--- config.mk ---
export PLATFORM = sky130hd
export DESIGN_NAME = serial_subtractor
export DESIGN_NICKNAME = d
export VERILOG_FILES = /design/src/rtl/serial_subtractor.sv
export SDC_FILE = /design/constraint.sdc
export NUM_CORES = 1
export LEC_CHECK = 0
export CORE_UTILIZATION = 30
export CTS_BUF_LIST = sky130_fd_sc_hd__clkbuf_8
export DETAILED_ROUTE_END_ITERATION = 10
export PLACE_DENSITY_LB_ADDON = 0.15
export SLEW_MARGIN = 20
export SYNTH_ARGS = -nofsm -noshare
export SYNTH_HDL_FRONTEND = slang
export SYNTH_SLANG_ARGS = --single-unit
--- constraint.sdc ---
create_clock -name clk -period 3.5 [get_ports clk]
set_clock_uncertainty 0.05 [all_clocks]
set_input_delay 0.525 -clock clk [delete_from_list [all_inputs] [get_ports clk]]
set_output_delay 0.525 -clock clk [all_outputs]
set_load 0.01 [all_outputs]
--- src/rtl/serial_subtractor.sv ---
// serial_subtractor: bit-serial unsigned subtractor, LSB first.
// One operand bit pair is consumed per clock through a single full-subtractor
// cell; the result is presented with a valid/ready handshake.
// Optional feature: define SERIAL_SUB_OVF_EN to add the signed overflow output 'ovf'.

module serial_subtractor #(
    parameter int WIDTH = 8
) (
    input  logic             clk,
    input  logic             rst_n,
    input  logic             start,
    input  logic [WIDTH-1:0] a,
    input  logic [WIDTH-1:0] b,
    input  logic             out_ready,
    output logic             busy,
    output logic             out_valid,
    output logic [WIDTH-1:0] diff,
    output logic             borrow
`ifdef SERIAL_SUB_OVF_EN
    ,
    output logic             ovf
`endif
);

    // Counter is wide enough to hold WIDTH itself, so it never wraps mid-operation.
    localparam int CW = $clog2(WIDTH + 1);

    typedef enum logic [1:0] {
        IDLE  = 2'd0,
        SHIFT = 2'd1,
        DONE  = 2'd2
    } state_t;

    state_t           state;
    logic [WIDTH-1:0] a_sr;
    logic [WIDTH-1:0] b_sr;
    logic [WIDTH-1:0] res_sr;
    logic             br;
    logic [CW-1:0]    cnt;

    logic             ai;
    logic             bi;
    logic             d;
    logic             br_next;
    logic             last_bit;
    logic [WIDTH-1:0] res_next;

    // Full-subtractor cell on the current LSBs; the new difference bit enters at the MSB
    // so that after WIDTH shifts the result register holds the difference in order.
    always_comb begin
        ai       = a_sr[0];
        bi       = b_sr[0];
        d        = ai ^ bi ^ br;
        br_next  = (~ai & bi) | (~(ai ^ bi) & br);
        res_next = {d, res_sr[WIDTH-1:1]};
        last_bit = (cnt == CW'(WIDTH - 1));
    end

    // Control FSM and datapath; all outputs are registered and only change on
    // acceptance, on entry to DONE, on consumption, or on reset.
    always_ff @(posedge clk) begin
        if (!rst_n) begin
            state     <= IDLE;
            busy      <= 1'b0;
            out_valid <= 1'b0;
            diff      <= '0;
            borrow    <= 1'b0;
`ifdef SERIAL_SUB_OVF_EN
            ovf       <= 1'b0;
`endif
            a_sr      <= '0;
            b_sr      <= '0;
            res_sr    <= '0;
            br        <= 1'b0;
            cnt       <= '0;
        end else begin
            case (state)
                IDLE: begin
                    if (start) begin
                        a_sr   <= a;
                        b_sr   <= b;
                        res_sr <= '0;
                        br     <= 1'b0;
                        cnt    <= '0;
                        busy   <= 1'b1;
                        state  <= SHIFT;
                    end
                end
                SHIFT: begin
                    a_sr   <= a_sr >> 1;
                    b_sr   <= b_sr >> 1;
                    res_sr <= res_next;
                    br     <= br_next;
                    cnt    <= cnt + CW'(1);
                    if (last_bit) begin
                        // On the final bit, ai/bi are the operand MSBs and d is the result MSB.
                        diff      <= res_next;
                        borrow    <= br_next;
`ifdef SERIAL_SUB_OVF_EN
                        ovf       <= (ai ^ bi) & (d ^ ai);
`endif
                        out_valid <= 1'b1;
                        state     <= DONE;
                    end
                end
                DONE: begin
                    if (out_ready) begin
                        out_valid <= 1'b0;
                        busy      <= 1'b0;
                        state     <= IDLE;
                    end
                end
                default: begin
                    out_valid <= 1'b0;
                    busy      <= 1'b0;
                    state     <= IDLE;
                end
            endcase
        end
    end

endmodule
==> impl_results.md, run 1 <==
* Status: completed
* Worst Hold Depth at 2
* GR Overflow Total at 0
* CTS tree: yes
* Crit path kind: input pin to flip-flop
* Via density per instance at 5.041
* # IOs at 31
* Synthesized area per cell at 9.017 sq um
* # setup viols final at 0
* H-tree depth at 2
* Height of the die at 79.15 microns
* Setup_tns at 0 ps
* Post-Syn Area at 1785 sq um
* Seq pwr share at 0.505
* Initial core utilization at 0.3184
* Most frequent cells in the layout: dfxtp_1, clkdlybuf4s50_1, nand2_1, a21oi_1, o221ai_1
* Final Max Tran Viols at 0
* Clock power frac at 0.391
* GRT Total Usage at 0.1394
* Startpoint Class: input pin
* Yosys warning total at 0
* Fmax at 0.4723 GHz
* Layout area overhead at 24.67%
* Clk root buf: clkbuf_8
* Post-CTS sizing at 0
* Diode count at 0
* CP max FO at 28
* Hold WS at 410.2 ps
* RSZ-0062 raised after global routing: false
* Nets at 242
* First DRT Iteration DRCs at 78
* Commonest non-fill, non-tap cell in the layout: dfxtp_1
* Syn Inst Count at 198
* Post-CTS Setup Inserts at 0
* Clock transition at path regs at 80 ps
* Layout fillers at 584
* Internal at 753.4 uW
* Cell area power density at 447.8 nW/um^2
* Post-synthesis register bit count at 41
* Site row count at 27
* Initial antenna violation count at 0
* Final wirelength at 3958 microns
* Min Tclk post-route at 2117 ps
* Remaining routing DRC violations at 0
* First-pass GRT wire length at 6803 microns
* Measured slew at the worst slew-check pin at 832.7 ps
* IO Port Bufs at 30
* Count of max-cap constraint violations at 0
* Core area at 5608 sq um
* Final worst-path cycle share at 0.6049
* Die area at 6264 sq um
* R2R depth at 3
* Cell leakage power at 0.7568 nW
* Sequential area share after synthesis at 0.4597
* Max-slew headroom at 0.4431
* Routability cong. at 0.6670
* P_sw at 243.4 uW
* Worst hold path class: flip-flop to flip-flop
* CTS Sinks at 41
* Cts bufs inserted at 5
* Combinational share of power at 0.104
* Fin. Hold Viols at 0
* DIE WIDTH at 79.15 microns
* Post-Syn Nets at 220
* Via Count at 1477
* Largest net degree at the start of global routing at 34
* Hold_buf cts at 0
* Clk_lat worst skew at 300 ps
* DRT Pass-1 Iters at 4
* Crit path required time at 3610 ps
* Critical path endpoint category: flip-flop
* WL per Instance at 13.51 microns
* Vias in the first global route at 1440
* Switching Share at 0.2442
* Clock buffer depth at 2
* Post-route ant nets at 0
* CP arrival at 2230 ps
* Peak supply drop at 0.1784 mV
* Netlist cell types at 33
* DP HPWL at 2472 microns
* Share of cells above drive strength 1 at 0.09502
==> state kept, by name (all words and copies together) (netlist names) <==
| register | cells |
|---|---|
| br | 1 |
| state | 2 |
| diff | 8 |
| borrow | 1 |
| busy | 1 |
| out_valid | 1 |
| res_sr | 7 |
| a_sr | 8 |
| b_sr | 8 |
| cnt | 4 |
==> metal layers <==
metal  vias up  GRT usage  part of all wire
li1        760          -                 -
met1       689     0.1797              0.49
met2        24     0.2172              0.46
met3         4    0.04138             0.036
met4         0    0.05455             0.013
met5         -          0                 0
==> critical path: stages <==
cell and delay (ps):
clkdlybuf4s50_1 1010, or3b_2 500, o21ai_0 90, a21oi_1 90
==> per-stage QoR <==
stage	std cells	cell area, sq um	setup WS, ps	util	power (mW)
floorplan	198	1785	1922	-	0.5796
global placement	285	2111	1072	0.3764	0.6190
detailed placement	285	2111	1033	0.3764	0.6196
CTS	293	2226	1373	0.3969	1.010
global route	293	2226	1156	0.3969	1.047
finish	293	2226	1383	0.3969	0.9968
==> power by group through the flow <==
| stage | clock network, mW | logic (mW) | registers (mW) |
|---|---|---|---|
| final | 0.390 | 0.104 | 0.504 |
| after global routing | 0.423 | 0.117 | 0.507 |
| after CTS | 0.401 | 0.105 | 0.504 |
| after detailed placement | 0 | 0.105 | 0.515 |
| after global placement | 0 | 0.104 | 0.515 |
| after floorplan | 0 | 0.0701 | 0.509 |
==> area by class of cell <==
cell class	count	area, sq um	share of cell area
inverters	9	33.78	0.01518
clock inverters	3	46.29	0.02080
repair buffers	32	315.3	0.1417
clock buffers	5	68.82	0.03092
multi-input cells	131	850.8	0.3822
flip-flops and latches	41	820.8	0.3687
well taps	72	90.09	0.04047
==> synth_stat cells <==
library cell | instances | area (sq um)
dfxtp_1 | 41 | 820.8
nand2_1 | 19 | 71.32
a21oi_1 | 17 | 85.08
o221ai_1 | 14 | 122.6
nor2_1 | 12 | 45.04
o21ai_0 | 12 | 60.06
or3b_2 | 10 | 87.58
a22oi_1 | 9 | 67.56
mux2i_1 | 9 | 90.09
clkbuf_1 | 8 | 30.03
inv_1 | 8 | 30.03
buf_2 | 6 | 30.03
o22ai_1 | 6 | 37.54
nand2b_1 | 3 | 18.77
a211oi_1 | 2 | 15.01
a32o_1 | 2 | 20.02
buf_4 | 2 | 15.01
nand3_1 | 2 | 10.01
nor2b_1 | 2 | 12.51
a21o_1 | 1 | 7.510
a2bb2oi_1 | 1 | 8.760
a31oi_1 | 1 | 6.260
and2_1 | 1 | 6.260
and3b_1 | 1 | 8.760
clkbuf_2 | 1 | 5.000
clkinv_1 | 1 | 3.750
fa_1 | 1 | 20.02
ha_1 | 1 | 12.51
nor3_1 | 1 | 5.000
nor3b_1 | 1 | 7.510
o21a_1 | 1 | 7.510
o21bai_2 | 1 | 11.26
or3_1 | 1 | 6.260
==> logic make-up (layout without fill, tap and decap cells) <==
family	count (synthesis)	count (layout)	share of synthesized area
compound gates	67	67	0.2516
fa+ha+maj	2	2	0.01822
buf+inv	26	49	0.06376
flops	41	41	0.4597
mux	9	9	0.05046
simple gates	53	53	0.1563
==> path summary, 6_finish.rpt <==
| kind | end | slack (ps) | from |
|---|---|---|---|
| max | a_sr[0] | 1380 | start |
| min | diff[5] | 410 | diff[5] |
| max reg2reg | cnt[3] | 1720 | state[1] |
| min reg2reg | diff[5] | 410 | diff[5] |
(Power assumes the default switching activity.)
==> inputs of run 2 (changes only) <==
==> constraint.sdc (replaced) <==
create_clock -name clk -period 1.85 [get_ports clk]
set_clock_uncertainty 0.05 [all_clocks]
set_input_delay 0.2775 -clock clk [delete_from_list [all_inputs] [get_ports clk]]
set_output_delay 0.2775 -clock clk [all_outputs]
set_load 0.01 [all_outputs]
==> run 2 against run 1 <==
Sequential power grew 89%; die area did not move; worst hold slack better by 2.1 ps; non-clock buffer count is 11 higher; largest power group unchanged; first-iteration DRC count is 10% lower; count of clock-buffer cells in the layout is the same; utilization rose by 1.2 points.
==> impl_results.md, run 2 (same netlist as run 1, synthesis figures left out) <==
* Status: completed
* Routability cong. at 0.7028 (+5.4%)
* Crit path required time at 1520 ps (-2090 ps)
* CP arrival at 1180 ps (-1050 ps)
* DP HPWL at 2727 microns (+10%)
* Buf/Inv on CP at 1 (unchanged)
* Post-CTS sizing at 0 (unchanged)
* Post-route ant nets at 0 (unchanged)
* Final worst-path cycle share at 0.8170
* IO Port Bufs at 30 (unchanged)
* Post-DP Area at 2206 sq um (+4.5%)
* Peak supply drop at 0.3987 mV (+120%)
* H-tree depth at 2 (unchanged)
* GR Overflow Total at 0 (unchanged)
* Via density per instance at 5.043 (about the same)
* Post-CTS Setup Inserts at 0 (unchanged)
* Site row count at 27 (unchanged)
* RSZ-0062 raised after global routing: false
* Fmax at 0.6616 GHz
* Commonest non-fill, non-tap cell in the layout: dfxtp_1
* Reg area at 820.8 sq um (unchanged)
* Share of cells above drive strength 1 at 0.1379 (+0.04291)
* CP max FO at 3 (-89%)
* GRT Total Usage at 0.1459 (+0.006464)
* Cell leakage power at 0.8051 nW (+6.4%)
* CTS tree: yes
* Hold WS at 412.3 ps (+2.053 ps)
* First DRT Iteration DRCs at 70 (-10%)
* Nets at 253 (+4.5%)
* Final Max Tran Viols at 0 (unchanged)
* Most frequent cells in the layout: dfxtp_1, clkdlybuf4s50_1, nand2_1, a21oi_1, o221ai_1
* Worst path slowest cell: clkdlybuf4s50_1
* Post-route total power at 1.756 mW (+76%)
* WL per Instance at 13.78 microns (+2.0%)
* Startpoint Class: flip-flop
* Clock transition at path regs at 90 ps (about the same)
* Initial antenna violation count at 0 (unchanged)
* Core area at 5608 sq um (unchanged)
* Max-slew headroom at 0.6232 (+0.1801)
* Remaining routing DRC violations at 0 (unchanged)
* DRT Pass-1 Iters at 4 (unchanged)
* Layout fillers at 595 (+1.9%)
* First-pass GRT wire length at 7058 microns (+3.7%)
* Largest regs: a_sr (8), b_sr (8), diff (8)
* Crit path kind: flip-flop to output pin
* Multi-input logic area at 850.8 sq um (unchanged)
* Fin area at 2292 sq um (+3.0%)
* Fin. Hold Viols at 0 (unchanged)
* Hold_buf cts at 0 (unchanged)
* Largest net degree at the start of global routing at 29 (-15%)
* Diode count at 0 (unchanged)
* Clk_lat worst skew at 290 ps (about the same)
* Crit-path cells: clkdlybuf4s50_1
* Layout area overhead at 28.38%
* Clock buffer depth at 2 (unchanged)
* Via Count at 1533 (+3.8%)
* Clk root buf: clkbuf_8
* DIE WIDTH at 79.15 microns (unchanged)
* Measured slew at the worst slew-check pin at 564.6 ps (-268.1 ps)
* Count of max-cap constraint violations at 0 (unchanged)
* Die area at 6264 sq um (unchanged)
* Min Tclk post-route at 1512 ps
* Critical path endpoint category: output pin
* Worst hold path class: flip-flop to flip-flop
* CTS Sinks at 41 (unchanged)
* Cell area power density at 765.9 nW/um^2 (+71%)
* Worst slack at placement at 83.99 ps (-949.1 ps)
* Height of the die at 79.15 microns (unchanged)
* Vias in the first global route at 1497 (+4.0%)
* Setup_tns at 0 ps (unchanged)
* Initial core utilization at 0.3184 (unchanged)
* # setup viols final at 0 (unchanged)
* Crit path max-delay family: buffers and inverters
* Setup ws final at 338.5 ps (-1044 ps)
* Slowest stage delay, CP at 540 ps (-470 ps)
* # IOs at 31 (unchanged)
* Final wirelength at 4189 microns (+5.8%)
* Cts bufs inserted at 5 (unchanged)
run 2: changes by cell type in the layout (fill, tap and decap cells not counted), sizes merged:
cell,change
buf,+11
clkinv,+1
bufinv,-1
run 2: power by group:
group | switching, mW | leakage, nW | internal (mW)
logic | 0.103 | 0.426 | 0.118
registers | 0.0306 | 0.335 | 0.921
clock network | 0.322 | 0.0439 | 0.261
total | 0.456 | 0.805 | 1.30
run 2: stage by stage:
step | util | cells
2_1_floorplan | - | 198
5_1_grt | 0.4087 | 304
4_1_cts | 0.4087 | 304
3_5_place_dp | 0.3934 | 296
3_3_place_gp | 0.3934 | 296
6_report | 0.4087 | 304
run 2: final cells by class:
cell class | count | area share
multi-input cells | 131 | 0.3712
well taps | 72 | 0.03930
inverters | 9 | 0.01474
flip-flops and latches | 41 | 0.3581
repair buffers | 43 | 0.1790
clock inverters | 3 | 0.007642
clock buffers | 5 | 0.03002
run 2: worst paths after layout:
| check | cells past startpoint | to | slack (ps) | from |
|---|---|---|---|---|
| hold reg to reg | 2 | diff[3] | 410 | diff[3] |
| hold / removal | 2 | diff[3] | 410 | diff[3] |
| setup / recovery | 1 | busy | 340 | busy |
| setup reg to reg | 5 | diff[5] | 360 | cnt[0] |
run 2: routing by layer:
metal,vias to the layer above,routed length [microns],global-route usage
met5,-,0,0
met3,8,175,0.03793
met2,28,1855,0.2250
met4,0,78,0.06545
met1,713,2079,0.1899
li1,784,-,-
==> inputs of run 3 (changes only) <==
==> constraint.sdc (replaced) <==
create_clock -name clk -period 1.3 [get_ports clk]
set_clock_uncertainty 0.05 [all_clocks]
set_input_delay 0.195 -clock clk [delete_from_list [all_inputs] [get_ports clk]]
set_output_delay 0.195 -clock clk [all_outputs]
set_load 0.01 [all_outputs]
==> run 3 against run 2 <==
Utilization increased by 6.0 points; global-route usage decreased by 0.43 points; worst hold slack got worse by 3.4 ps; routed wire length up 3.2%; combinational power increased by 80%; critical path type is now flip-flop to flip-flop; largest cell class unchanged; largest power group unchanged.
==> impl_results.md, run 3 (same netlist as run 1, synthesis figures left out) <==
* Fmax at 0.7720 GHz
* Clock buffer depth at 2 (unchanged)
* Measured slew at the worst slew-check pin at 255.1 ps (-309.4 ps)
* Post-route total power at 2.596 mW (+48%)
* Final wirelength at 4325 microns (+3.2%)
* Remaining routing DRC violations at 0 (unchanged)
* Clock transition at path regs at 90 ps (about the same)
* Cell leakage power at 1.002 nW (+25%)
* Met1 WL at 2198 microns (+5.7%)
* Cell area power density at 987.1 nW/um^2 (+29%)
* Clk root buf: clkbuf_8
* R2R Setup Slk at 5 ps (-360 ps)
* Fin area at 2630 sq um (+15%)
* Largest net degree at the start of global routing at 21 (-28%)
* DRT Pass-1 Iters at 4 (unchanged)
* GR Overflow Total at 0 (unchanged)
* DIE WIDTH at 79.15 microns (unchanged)
* Core area at 5608 sq um (unchanged)
* DP HPWL at 2762 microns (+1.3%)
* Share of cells above drive strength 1 at 0.2680 (+0.1301)
* Via density per instance at 4.978 (-1.3%)
* Nets at 271 (+7.1%)
* RSZ-0062 raised after global routing: true
* CTS tree: yes
* WL per Instance at 13.43 microns (-2.5%)
* Hold_buf cts at 0 (unchanged)
* Met3 WL at 203 microns (+16%)
* CP max FO at 5 (+2)
* Worst slack at placement at -368.5 ps (-452.5 ps)
* Commonest non-fill, non-tap cell in the layout: dfxtp_1
* Count of max-cap constraint violations at 0 (unchanged)
* Vias in the first global route at 1407 (-6.0%)
* Peak supply drop at 0.5350 mV (+34%)
* Min Tclk post-route at 1295 ps
* Max-slew headroom at 0.8294 (+0.2062)
* Final worst-path cycle share at 0.9964
* Status: completed
* Final Max Tran Viols at 0 (unchanged)
* First-pass GRT wire length at 6920 microns (-2.0%)
* Crit path required time at 1440 ps (-80 ps)
* Setup_tns at 0 ps (unchanged)
* Setup ws final at 4.678 ps (-333.8 ps)
* Critical path endpoint category: flip-flop
* Top Metal Used: met4
* Startpoint Class: flip-flop
* Diode count at 0 (unchanged)
* First DRT Iteration DRCs at 65 (-7.1%)
* Worst hold path class: flip-flop to flip-flop
* Largest regs: a_sr (8), b_sr (8), diff (8)
* Initial antenna violation count at 0 (unchanged)
* Via Count at 1603 (+4.6%)
* CP arrival at 1430 ps (+250 ps)
* GRT Total Usage at 0.1416 (-0.004343)
* H-tree depth at 2 (unchanged)
* Die area at 6264 sq um (unchanged)
* # IOs at 31 (unchanged)
* Site row count at 27 (unchanged)
* Cts bufs inserted at 5 (unchanged)
* Post-route ant nets at 0 (unchanged)
* Layout area overhead at 47.30%
* Final Instance Count excl. Fillers at 322 (+5.9%)
* Crit path kind: flip-flop to flip-flop
* Fin. Hold Viols at 0 (unchanged)
* Post-DP Area at 2354 sq um (+6.7%)
* Routability cong. at 0.7210 (+2.6%)
* Clk_lat worst skew at 290 ps (about the same)
* Dpl cells at 307 (+3.7%)
* CTS Sinks at 41 (unchanged)
* Layout fillers at 564 (-5.2%)
* # setup viols final at 0 (unchanged)
* Routed wl met2 at 1883 microns (+1.5%)
* Height of the die at 79.15 microns (unchanged)
* Initial core utilization at 0.3184 (unchanged)
* IO Port Bufs at 30 (unchanged)
* Most frequent cells in the layout: dfxtp_1, nand2_1, buf_4, clkdlybuf4s50_1, a21oi_1
-- run 3: changes by cell type in the layout (fill, tap and decap cells not counted), sizes merged --
cell / delta
clkdlybuf4s50: -12
clkinv: -2
bufbuf: +1
clkinvlp: +4
inv: -1
dlygate4sd2: +12
clkbuf: +1
buf: +15
-- run 3: layout make-up --
cell class              count  area (sq um)  area share
flip-flops and latches     41         830.8      0.3159
inverters                   9         37.54     0.01427
well taps                  72         90.09     0.03425
repair inverters            1         7.507    0.002854
repair buffers             60         656.9      0.2498
clock inverters             3         22.52    0.008563
multi-input cells         131         915.9      0.3482
clock buffers               5         68.82     0.02617
-- run 3: final timing paths --
kind | start | end | depth (start not counted)
max | cnt[1] | state[1] | 5
min | diff[2] | diff[2] | 2
max reg2reg | cnt[1] | state[1] | 5
min reg2reg | diff[2] | diff[2] | 2
-- run 3: critical path, cell delays in order (launching register included) --
cell and delay (ps):
dfxtp_2 340, ha_4 150, and3b_1 170, and2_4 160, clkbuf_16 160, o21a_1 160
-- run 3: where the power goes --
group | internal, mW | switching [mW] | total [mW]
Clock | 0.377 | 0.464 | 0.840
Combinational | 0.234 | 0.164 | 0.398
Sequential | 1.31 | 0.0472 | 1.36
Total | 1.92 | 0.675 | 2.60
-- run 3: layer usage --
layer,vias up,track usage
li1,827,-
met2,33,0.2138
met3,4,0.03103
met5,-,0
met4,0,0.04909
met1,739,0.1970
-- run 3: stage by stage --
stage                     utilization  hold WS (ps)
after global routing           0.4690         428.7
after detailed placement       0.4197         396.5
final                          0.4690         408.9
after global placement         0.4197         399.7
after floorplan                     -         353.2
after CTS                      0.4413         415.8
-- run 3: what timing repair did --
item                                    4_1_cts  5_1_grt
resized for setup                            17       32
endpoints found under the setup margin       39       29
gates cloned                                  1        2
setup buffers                                 0        4
pin swaps                                     0       10
endpoints found under the hold margin         0        0
